--- config.mk ---
export PLATFORM = sky130hd
export DESIGN_NAME = fetch_unit
export DESIGN_NICKNAME = d
export VERILOG_FILES = /design/src/rtl/fetch_pkg.sv /design/src/rtl/next_pc_calc.sv /design/src/rtl/fetch_unit.sv
export SDC_FILE = /design/constraint.sdc
export NUM_CORES = 1
export LEC_CHECK = 0
export CAP_MARGIN = 20
export CORE_MARGIN = 2
export CORE_UTILIZATION = 53
export DETAILED_ROUTE_END_ITERATION = 16
export GPL_ROUTABILITY_DRIVEN = 0
export GPL_TIMING_DRIVEN = 0
export PLACE_DENSITY_LB_ADDON = 0.15
export SYNTH_ARGS = -nofsm -noshare
export SYNTH_HDL_FRONTEND = slang
export SYNTH_HIERARCHICAL = 1
export SYNTH_SLANG_ARGS = --single-unit
--- constraint.sdc ---
create_clock -name clk -period 6.47 [get_ports clk]
set_input_delay 1.294 -clock clk [delete_from_list [all_inputs] [get_ports clk]]
set_output_delay 1.294 -clock clk [all_outputs]
set_load 0.03 [all_outputs]
--- src/rtl/fetch_pkg.sv ---
// Shared types and constants for the instruction-fetch stage.
package fetch_pkg;

  typedef enum logic [1:0] {
    IDLE  = 2'd0,
    FETCH = 2'd1,
    EXEC  = 2'd2
  } fetch_state_t;

  // Opcodes of the jump instructions that the fetch stage redirects on.
  localparam logic [5:0] OP_J   = 6'd2;
  localparam logic [5:0] OP_JAL = 6'd3;

  localparam logic [31:0] DEFAULT_RESET_PC = 32'h0000_0000;

endpackage

--- src/rtl/next_pc_calc.sv ---
// Combinational next-PC selection: jump beats branch beats fall-through.
module next_pc_calc (
  input  logic [31:0] PC_plus4,
  input  logic [25:0] Inst_25_0,
  input  logic        Branch,
  input  logic        Branch_Not_Equal,
  input  logic        Jump,
  input  logic        Zero,
  output logic [31:0] next_pc
);

  logic [31:0] branch_off;
  logic        taken;

  // Word offset from the immediate, sign-extended and scaled to bytes.
  assign branch_off = {{14{Inst_25_0[15]}}, Inst_25_0[15:0], 2'b00};
  // beq and bne may both be set; either satisfied condition takes the branch.
  assign taken = (Branch & Zero) | (Branch_Not_Equal & ~Zero);

  // Priority mux; the adder wraps naturally modulo 2^32.
  always_comb begin
    next_pc = PC_plus4;
    if (Jump) begin
      next_pc = {PC_plus4[31:28], Inst_25_0, 2'b00};
    end else if (taken) begin
      next_pc = PC_plus4 + branch_off;
    end
  end

endmodule

--- src/rtl/fetch_unit.sv ---
// Instruction fetch stage: PC, memory handshake, instruction register,
// next-PC steering and retired-instruction counting.
module fetch_unit
  import fetch_pkg::*;
#(
  parameter logic [31:0] RESET_PC = DEFAULT_RESET_PC,
  parameter int          COUNT_W  = 32
) (
  input  logic               clk,
  input  logic               reset,
  output logic               imem_req,
  output logic [31:0]        imem_addr,
  input  logic               imem_ack,
  input  logic [31:0]        imem_rdata,
  output logic [31:0]        Inst,
  output logic [5:0]         Inst_31_26,
  output logic               inst_valid,
  output logic [31:0]        PC,
  output logic [31:0]        PC_plus4,
  input  logic               Branch,
  input  logic               Branch_Not_Equal,
  input  logic               Jump,
  input  logic               Zero,
  input  logic               exec_done,
  output logic [COUNT_W-1:0] instr_count
);

  fetch_state_t        state_q;
  logic [31:0]         pc_q;
  logic [31:0]         inst_q;
  logic                req_q;
  logic                valid_q;
  logic [COUNT_W-1:0]  count_q;
  logic [31:0]         pc_plus4_d;
  logic [31:0]         next_pc_d;

  assign pc_plus4_d = pc_q + 32'd4;

  next_pc_calc u_next_pc (
    .PC_plus4         (pc_plus4_d),
    .Inst_25_0        (inst_q[25:0]),
    .Branch           (Branch),
    .Branch_Not_Equal (Branch_Not_Equal),
    .Jump             (Jump),
    .Zero             (Zero),
    .next_pc          (next_pc_d)
  );

  // Fetch/execute sequencer; request and valid are registered alongside state
  // so the memory sees glitch-free handshake signals.
  always_ff @(posedge clk or negedge reset) begin
    if (!reset) begin
      state_q <= IDLE;
      pc_q    <= RESET_PC;
      inst_q  <= 32'd0;
      req_q   <= 1'b0;
      valid_q <= 1'b0;
      count_q <= '0;
    end else begin
      case (state_q)
        IDLE: begin
          state_q <= FETCH;
          req_q   <= 1'b1;
        end
        FETCH: begin
          if (imem_ack) begin
            inst_q  <= imem_rdata;
            req_q   <= 1'b0;
            valid_q <= 1'b1;
            state_q <= EXEC;
          end
        end
        EXEC: begin
          if (exec_done) begin
            pc_q    <= next_pc_d;
            count_q <= count_q + COUNT_W'(1);
            req_q   <= 1'b1;
            valid_q <= 1'b0;
            state_q <= FETCH;
          end
        end
        default: begin
          state_q <= IDLE;
          req_q   <= 1'b0;
          valid_q <= 1'b0;
        end
      endcase
    end
  end

  assign imem_req    = req_q;
  assign imem_addr   = pc_q;
  assign Inst        = inst_q;
  assign Inst_31_26  = inst_q[31:26];
  assign inst_valid  = valid_q;
  assign PC          = pc_q;
  assign PC_plus4    = pc_plus4_d;
  assign instr_count = count_q;

endmodule

==> qor.yml, run 1 <==
status: "finished clean"
grt_usage: 0.292
core_area_um2: 13200
die_h_um: 120
dr_total_vias: 6886
clock_skew_ps: 8.73
required_ps: 5180
start_util: 0.542
layout.nets: 1088
synth_nets: 870
detail_route.wl_per_cell_um: 17.6
layout-drive-gt1-share: 0.131
critPathLaunchType: "flop"
clkLatencyLatePin_ps: 360
met1_usage: 0.383
gr-total-overflow: 0
rows: 42
cts_tree: "done"
routed_via_density: 5.75
tns_ps: 0
worst_slew_pin_slew_ps: 941
cts_sinks: 99
synth_top_area_frac: 0.347
setup_violations: 0
fp.dieArea_um2: 14400
max-cap-violations: 0
yosysUniqueCellTypes: 72
cp.arrival_ps: 3390
grt_max_degree: 68
fp.dieW_um: 120
dr.first_iter.drc_count: 486
synth_edf_count: 0
leakage_nw: 4.20
synth-seq-area-share: 0.347
slew_headroom: 0.355
final_cell_area_um2: 9750
clk_pin_slew_ps: 70
fin_crit_sh: 0.724
crit_type: "reg2out"
critPathMaxStageDelay_ps: 760
synth.avg_cell_area_um2: 8.96
fill_cells: 1010
cp_num_buf_inv: 2
antenna_found_initial: 0
synthFlopType: "dfrtp_1"
drt-total-wl_um: 21100
finalHoldViolCount: 0
yosys_warnings: 6
clockBufferDepth: 2
ant_nets: 0
reg2reg_slack_ps: 1850
worstPathCellList: "ha_1 -> nand4_1 -> nor2_1 -> clkbuf_1 -> nand4_1 -> xnor2_1 -> clkdlybuf4s50_1"
cts-root-buf: "clkbuf_16"
report.final.slew_viol_count: 0
met3_usage: 0.0784
syn_to_final_growth_pct: 36.4
drc_errors: 0
synth_common_cells: "nand2_1 (156), dfrtp_1 (99), xnor2_1 (56), a21oi_1 (43), buf_4 (41)"
cts_htree_levels: 3
hp-class: "reg2reg"
period_minus_slack_ps: 4680
critPathSlowestCell: "clkdlybuf4s50_1"
gr-usage-met2: 0.465
grt_pass1_vias: 6602
cp_max_fo: 10
cts_buffers: 9
crit_top_cell: "nand4_1"
ctsResizeCount: 0
async_flop_share: 1.00
synth_cells: 798
worstSetupEndpointType: "output pin"
synth_area_leader_cell: "dfrtp_1"
dp.final_hpwl_um: 16200
port_buffers: 206
postCtsHoldBufs: 0
dpl_cell_area_um2: 9450
grt.busiest_layer: "met2"
dr.pass1.iters: 5
io_pins: 208
yosysMostFrequentCell: "nand2_1"
critPathTopFamily: "buffers and inverters"
p_per_area_nw_per_um2: 569
rsz0062_at_grt: "no"
n_antenna_cell: 0
ir_worst_vdd_mv: 0.413
post-cts-setup-buffers: 0
ys_seq_elements: 99
synth.cell_area_um2: 7150
ys_top_cells_by_area: "dfrtp_1 (35%), nand2_1 (8.2%), xnor2_1 (6.9%), mux2_2 (5.8%), ha_1 (5.4%)"
fmax_mhz: 213
grt_pass1_wl_um: 33600
[cell families (layout without fill, tap and decap cells)]
family,Yosys count,after routing,synth area share
buf+inv,84,307,0.0692
fa+ha+maj,32,32,0.0571
compound gates,144,144,0.138
flops,99,99,0.347
xor+xnor,81,81,0.0993
mux,41,41,0.0639
simple gates,317,317,0.226
[worst register-to-register path: stages (launching register included)]
cell and delay (ps):
dfrtp_1 490, ha_1 250, nand4_1 120, nor2_1 320, clkbuf_1 510, nand3_1 170
xnor2_1 360, ha_1 310, buf_6 140, a21o_1 190, o21bai_4 180, a211oi_2 250
nor3_2 80, a211oi_4 390, o21ai_1 120, or3_1 320, and3_1 200, nand2_1 60
nand2_1 50
[final timing paths]
| check | startpoint | end | depth (start not counted) |
|---|---|---|---|
| max | PC[2] | PC_plus4[26] | 7 |
| min | instr_count[31] | instr_count[31] | 1 |
| max reg2reg | PC[2] | PC[27] | 18 |
| min reg2reg | instr_count[31] | instr_count[31] | 1 |
| max in group asynchronous | reset | PC[26] | 2 |
| min in group asynchronous | reset | Inst[26] | 1 |
[cell type report]
| class | instances | area, um2 | share of cell area |
|---|---|---|---|
| plain buffers | 72 | 449 | 0.0461 |
| clock buffers | 10 | 239 | 0.0245 |
| inverters | 12 | 45.0 | 0.00462 |
| well taps | 176 | 220 | 0.0226 |
| clock inverters | 6 | 58.8 | 0.00603 |
| multi-input cells | 615 | 4180 | 0.428 |
| repair buffers | 207 | 2090 | 0.214 |
| flip-flops and latches | 99 | 2480 | 0.254 |
[flip-flops by register name, summed over array words and instances, names as in the netlist]
register / cells
Inst: 32
PC: 32
instr_count: 32
state_q: 2
inst_valid: 1
[cell usage in the layout (no fill, tap or decap), drive strengths merged, types with 3 or more instances in the layout]
cell type        n
nand3           24
nand2          157
clkbuf          31
dfrtp           99
and2             5
ha              31
nand3b           3
and3            18
xor2            25
nor2            26
nand4           28
o21ai           33
a31oi            4
clkinv           5
a21o             3
a21boi           3
mux2i            4
o31ai            4
inv             13
nor3            18
nor2b            6
or3              6
xnor2           56
nor4             7
buf             53
a21oi           43
mux2            37
and4            13
clkdlybuf4s50  205
o21a            12
o21bai           4
a211oi           5
o211ai           9
[report_power, final]
part	switching [mW]	leakage [nW]	internal, mW
logic	2.20	2.80	1.66
registers	0.324	1.26	0.822
clock network	0.262	0.148	0.280
[per-stage QoR]
stage | util | hold slack, ps | power (mW) | worst slack [ps] | instances
after detailed placement | 0.717 | 468 | 4.95 | 1970 | 1181
after global routing | 0.739 | 496 | 5.90 | 1540 | 1197
after global placement | 0.715 | 470 | 4.91 | 363 | 1180
after floorplan | - | 514 | 3.68 | 2170 | 798
after CTS | 0.739 | 487 | 5.52 | 1840 | 1197
final | 0.739 | 486 | 5.55 | 1790 | 1197
[metal layers]
layer  vias to the layer above  part of all wire
met1                      3295              0.42
met5                         -                 0
li1                       3225                 -
met4                         0             0.027
met3                        58             0.083
met2                       308              0.47
Note: power is estimated with default switching activity, not from simulation.
==> inputs of run 2 (changes only) <==
--- a/config.mk
+++ b/config.mk
@@ -7,7 +7,7 @@
 export LEC_CHECK = 0
 export CAP_MARGIN = 20
 export CORE_MARGIN = 2
-export CORE_UTILIZATION = 53
+export CORE_UTILIZATION = 44
 export DETAILED_ROUTE_END_ITERATION = 16
 export GPL_ROUTABILITY_DRIVEN = 0
 export GPL_TIMING_DRIVEN = 0
==> constraint.sdc (replaced) <==
create_clock -name clk -period 4.1 [get_ports clk]
set_input_delay 0.82 -clock clk [delete_from_list [all_inputs] [get_ports clk]]
set_output_delay 0.82 -clock clk [all_outputs]
set_load 0.03 [all_outputs]
==> qor.yml, run 2 (synthesized netlist as in run 1, its figures left out) <==
grt_usage: 0.252
worstPathCellList: "nand3_1 -> nor3_4 -> buf_4 -> nand3_1 -> xnor2_2 -> ha_1 -> nand4_1 -> or3_4 -> a22oi_4 -> a41oi_2 -> o311a_1 -> o21ai_1 -> o21ai_1 -> nand2_1 -> nand2_1"
slew_headroom: 0.365
rsz0062_at_grt: "yes"
worstSetupEndpointType: "flop"
cts_buffers: 9
io_pins: 208
holdWs_ps: 398
core_area_um2: 15900
grt_pass1_vias: 6386
die_h_um: 131
clkLatencyLatePin_ps: 360
clk_pin_slew_ps: 80
worst_slew_pin_slew_ps: 927
port_buffers: 206
leakage_nw: 4.29
cts-root-buf: "clkbuf_16"
finalHoldViolCount: 0
dr.first_iter.drc_count: 790
hp-class: "in2async"
multiInputGateArea_um2: 4280
tns_ps: 0
critPathSlowestCell: "or3_4"
max-cap-violations: 0
fill_cells: 1404
p_per_area_nw_per_um2: 894
final_cell_area_um2: 9990
grt_max_degree: 68
dpl_cell_area_um2: 9530
layout-drive-gt1-share: 0.166
n_antenna_cell: 0
start_util: 0.450
layout_common_cells: "clkdlybuf4s50_1 (205), nand2_1 (156), dfrtp_1 (91)"
cts_sinks: 99
clock_skew_ps: 6.27
routed_via_density: 5.50
gr-total-overflow: 0
critPathLaunchType: "flop"
cp_num_buf_inv: 1
layout.nets: 1098
dpl_worst_slack_ps: -390
dr_total_vias: 6858
fp.dieArea_um2: 17300
drt-total-wl_um: 22100
dp.final_hpwl_um: 16900
fin_util: 0.629
syn_to_final_growth_pct: 39.8
cp.arrival_ps: 4210
ir_worst_vdd_mv: 0.507
ant_nets: 0
clockBufferDepth: 2
fp.dieW_um: 131
setup_violations: 0
cp_max_fo: 10
rows: 46
report.final.slew_viol_count: 0
required_ps: 4350
final_common_cell: "clkdlybuf4s50_1"
period_minus_slack_ps: 3960
fin_crit_sh: 0.965
status: "finished clean"
drc_errors: 0
detail_route.wl_per_cell_um: 17.7
antenna_found_initial: 0
dr.pass1.iters: 5
grt_pass1_wl_um: 35100
crit_type: "reg2reg"
fmax_mhz: 253
power_mw: 8.93
cts_htree_levels: 3
critPathMaxStageDelay_ps: 480
critPathTopFamily: "simple AND/OR/NAND/NOR gates"
postCtsHoldBufs: 0
numPlacedInstances: 1221
cts_tree: "done"
fin_cells: 1246
ff_latch_area_um2: 2490
final.setup.worst_slack_ps: 145
-- run 2: layout make-up --
cell class / count / share of cell area
buffer: 72 / 0.0466
clock buffer: 9 / 0.0225
clock inverter: 6 / 0.00551
inverter: 12 / 0.00451
multi-input combinational: 615 / 0.428
sequential: 99 / 0.249
tap: 216 / 0.0271
timing repair buffer: 217 / 0.216
-- run 2: report_power, final --
| part | internal (mW) | switching [mW] |
|---|---|---|
| clock | 0.422 | 0.425 |
| combinational | 2.71 | 3.55 |
| sequential | 1.30 | 0.524 |
| total | 4.43 | 4.50 |
-- run 2: final timing paths --
kind / startpoint / depth (start not counted) / slack (ps) / endpoint
setup / recovery: PC[4] / 15 / 140 / PC[26]
hold / removal: reset / 1 / 400 / Inst[2]
setup reg to reg: PC[4] / 15 / 140 / PC[26]
hold reg to reg: instr_count[11] / 1 / 490 / instr_count[11]
max in group asynchronous: reset / 2 / 3020 / PC[2]
min in group clk: instr_count[11] / 1 / 490 / instr_count[11]
-- run 2: timing repair --
action,4_1_cts,5_1_grt
gates cloned,0,0
pin swaps,0,7
buffers inserted,0,10
endpoints found under the setup margin,21,12
resized for setup,6,28
-- run 2: layer usage --
layer,vias to the layer above,part of all wire,global-route usage
met5,-,0,0
met4,0,0.016,0.0634
li1,3251,-,-
met3,30,0.083,0.0664
met1,3298,0.44,0.349
met2,279,0.46,0.395
-- run 2: worst reg2reg max path, stage by stage (launching register included) --
cell and delay [ps]:
dfrtp_2 450, nand3_1 180, nor3_4 330, buf_4 260
nand3_1 140, xnor2_2 180, ha_1 430, nand4_1 240
or3_4 490, a22oi_4 250, a41oi_2 200, o311a_1 330
o21ai_1 150, o21ai_1 110, nand2_1 70, nand2_1 50
==> inputs of run 3 (changes only) <==
--- a/config.mk
+++ b/config.mk
@@ -8,11 +8,14 @@
 export CAP_MARGIN = 20
 export CORE_MARGIN = 2
 export CORE_UTILIZATION = 44
+export CTS_BUF_LIST = sky130_fd_sc_hd__clkbuf_8 sky130_fd_sc_hd__clkbuf_16
 export DETAILED_ROUTE_END_ITERATION = 16
 export GPL_ROUTABILITY_DRIVEN = 0
 export GPL_TIMING_DRIVEN = 0
+export MAX_ROUTING_LAYER = met4
 export PLACE_DENSITY_LB_ADDON = 0.15
 export SYNTH_ARGS = -nofsm -noshare
 export SYNTH_HDL_FRONTEND = slang
 export SYNTH_HIERARCHICAL = 1
 export SYNTH_SLANG_ARGS = --single-unit
+export TNS_END_PERCENT = 20
==> qor.yml, run 3 (synthesized netlist as in run 1, its figures left out) <==
status: "finished clean"
cts_tree: "done"
fp.dieArea_um2: 17300
tns_ps: 0
period_minus_slack_ps: 3950
dr_wl_met3_um: 1700
routed_via_density: 5.49
dp.final_hpwl_um: 16900
cp_num_buf_inv: 1
worstSetupEndpointType: "flop"
postCtsHoldBufs: 0
n_antenna_cell: 0
max-cap-violations: 0
syn_to_final_growth_pct: 39.5
grt_max_degree: 68
rsz0062_at_grt: "yes"
ir_worst_vdd_mv: 0.508
start_util: 0.450
grt_pass1_vias: 6410
clk_pin_slew_ps: 70
drt-total-wl_um: 22000
layout-drive-gt1-share: 0.163
io_pins: 208
layout_common_cells: "clkdlybuf4s50_1 (205), nand2_1 (156), dfrtp_1 (92)"
drt-met1-wl_um: 9820
slew_headroom: 0.347
hp-class: "in2async"
fin_crit_sh: 0.963
clkLatencyLatePin_ps: 360
critPathSlowestCell: "or3_4"
report.final.slew_viol_count: 0
rows: 46
antenna_found_initial: 0
p_per_area_nw_per_um2: 894
ant_nets: 0
top_layer: "met4"
detail_route.wl_per_cell_um: 17.7
clockBufferDepth: 2
leakage_nw: 4.28
die_h_um: 131
dr.first_iter.drc_count: 659
gr-total-overflow: 0
reg2reg_slack_ps: 150
cts-root-buf: "clkbuf_16"
layout.nets: 1096
port_buffers: 206
clock_skew_ps: 4.96
cp.arrival_ps: 4200
cp_max_fo: 10
grt_usage: 0.259
drc_errors: 0
critPathTopFamily: "simple AND/OR/NAND/NOR gates"
finalHoldViolCount: 0
setup_violations: 0
power_mw: 8.91
final_common_cell: "clkdlybuf4s50_1"
crit_type: "reg2reg"
fmax_mhz: 253
cts_buffers: 9
dr_total_vias: 6835
required_ps: 4350
grt_pass1_wl_um: 35000
worstPathCellList: "nand3_1 -> nor3_4 -> buf_4 -> nand3_1 -> xnor2_2 -> ha_1 -> nand4_1 -> or3_4 -> a22oi_4 -> a41oi_2 -> o311a_1 -> o21ai_1 -> o21ai_1 -> nand2_1 -> nand2_1"
cts_htree_levels: 3
critPathLaunchType: "flop"
dr.pass1.iters: 5
cts_sinks: 99
routed-wl-met2_um: 10100
critPathMaxStageDelay_ps: 490
core_area_um2: 15900
holdWs_ps: 400
fp.dieW_um: 131
worst_slew_pin_slew_ps: 952
==> run 3: per-stage QoR <==
step                setup slack (ps)  instances   util  area (um2)
finish                           152       1244  0.628        9970
global route                   -21.5       1244  0.628        9970
CTS                            -1.97       1236  0.619        9830
detailed placement              -390       1221  0.600        9530
global placement               -1610       1220  0.599        9510
floorplan                       27.4        798      -        7180
==> run 3: routing by layer <==
metal / vias to the layer above / track usage
met1: 3284 / 0.355
met2: 280 / 0.396
met5: - / -
met3: 23 / 0.0540
met4: 0 / 0.0634
li1: 3248 / -
==> run 3: area by class of cell <==
class                   instances  area, um2
inverters                      12       45.0
plain buffers                  72        465
flip-flops and latches         99       2490
well taps                     216        270
repair buffers                215       2150
fillers                      1406       5910
multi-input cells             615       4280
clock inverters                 6       55.1
clock buffers                   9        225
==> run 3: worst paths after layout <==
path	to	cells after the start	from
worst min register to register	instr_count[11]	1	instr_count[11]
worst min-delay path	Inst[2]	1	reset
worst max register to register	PC[26]	15	PC[6]
max in group asynchronous	PC[2]	2	reset
min in group clk	instr_count[11]	1	instr_count[11]
worst max-delay path	PC[26]	15	PC[6]
==> run 3: what timing repair did <==
| action | in CTS | in global routing |
|---|---|---|
| resized for setup | 6 | 27 |
| setup buffers | 0 | 8 |
| pin swaps | 0 | 5 |
| endpoints found under the setup margin | 21 | 12 |
==> run 3: power by group <==
| group | total [mW] | internal (mW) | switching (mW) |
|---|---|---|---|
| Sequential | 1.83 | 1.30 | 0.527 |
| Combinational | 6.24 | 2.70 | 3.54 |
| Clock | 0.844 | 0.422 | 0.422 |
| Total | 8.91 | 4.42 | 4.49 |
==> run 3: worst register-to-register path, stage by stage, from the launching register on <==
cell and delay, ps:
dfrtp_1 460, nand3_1 200, nor3_4 330, buf_4 260, nand3_1 140, xnor2_2 180, ha_1 420, nand4_1 250
or3_4 490, a22oi_4 230, a41oi_2 200, o311a_1 330, o21ai_1 140, o21ai_1 100, nand2_1 60, nand2_1 50
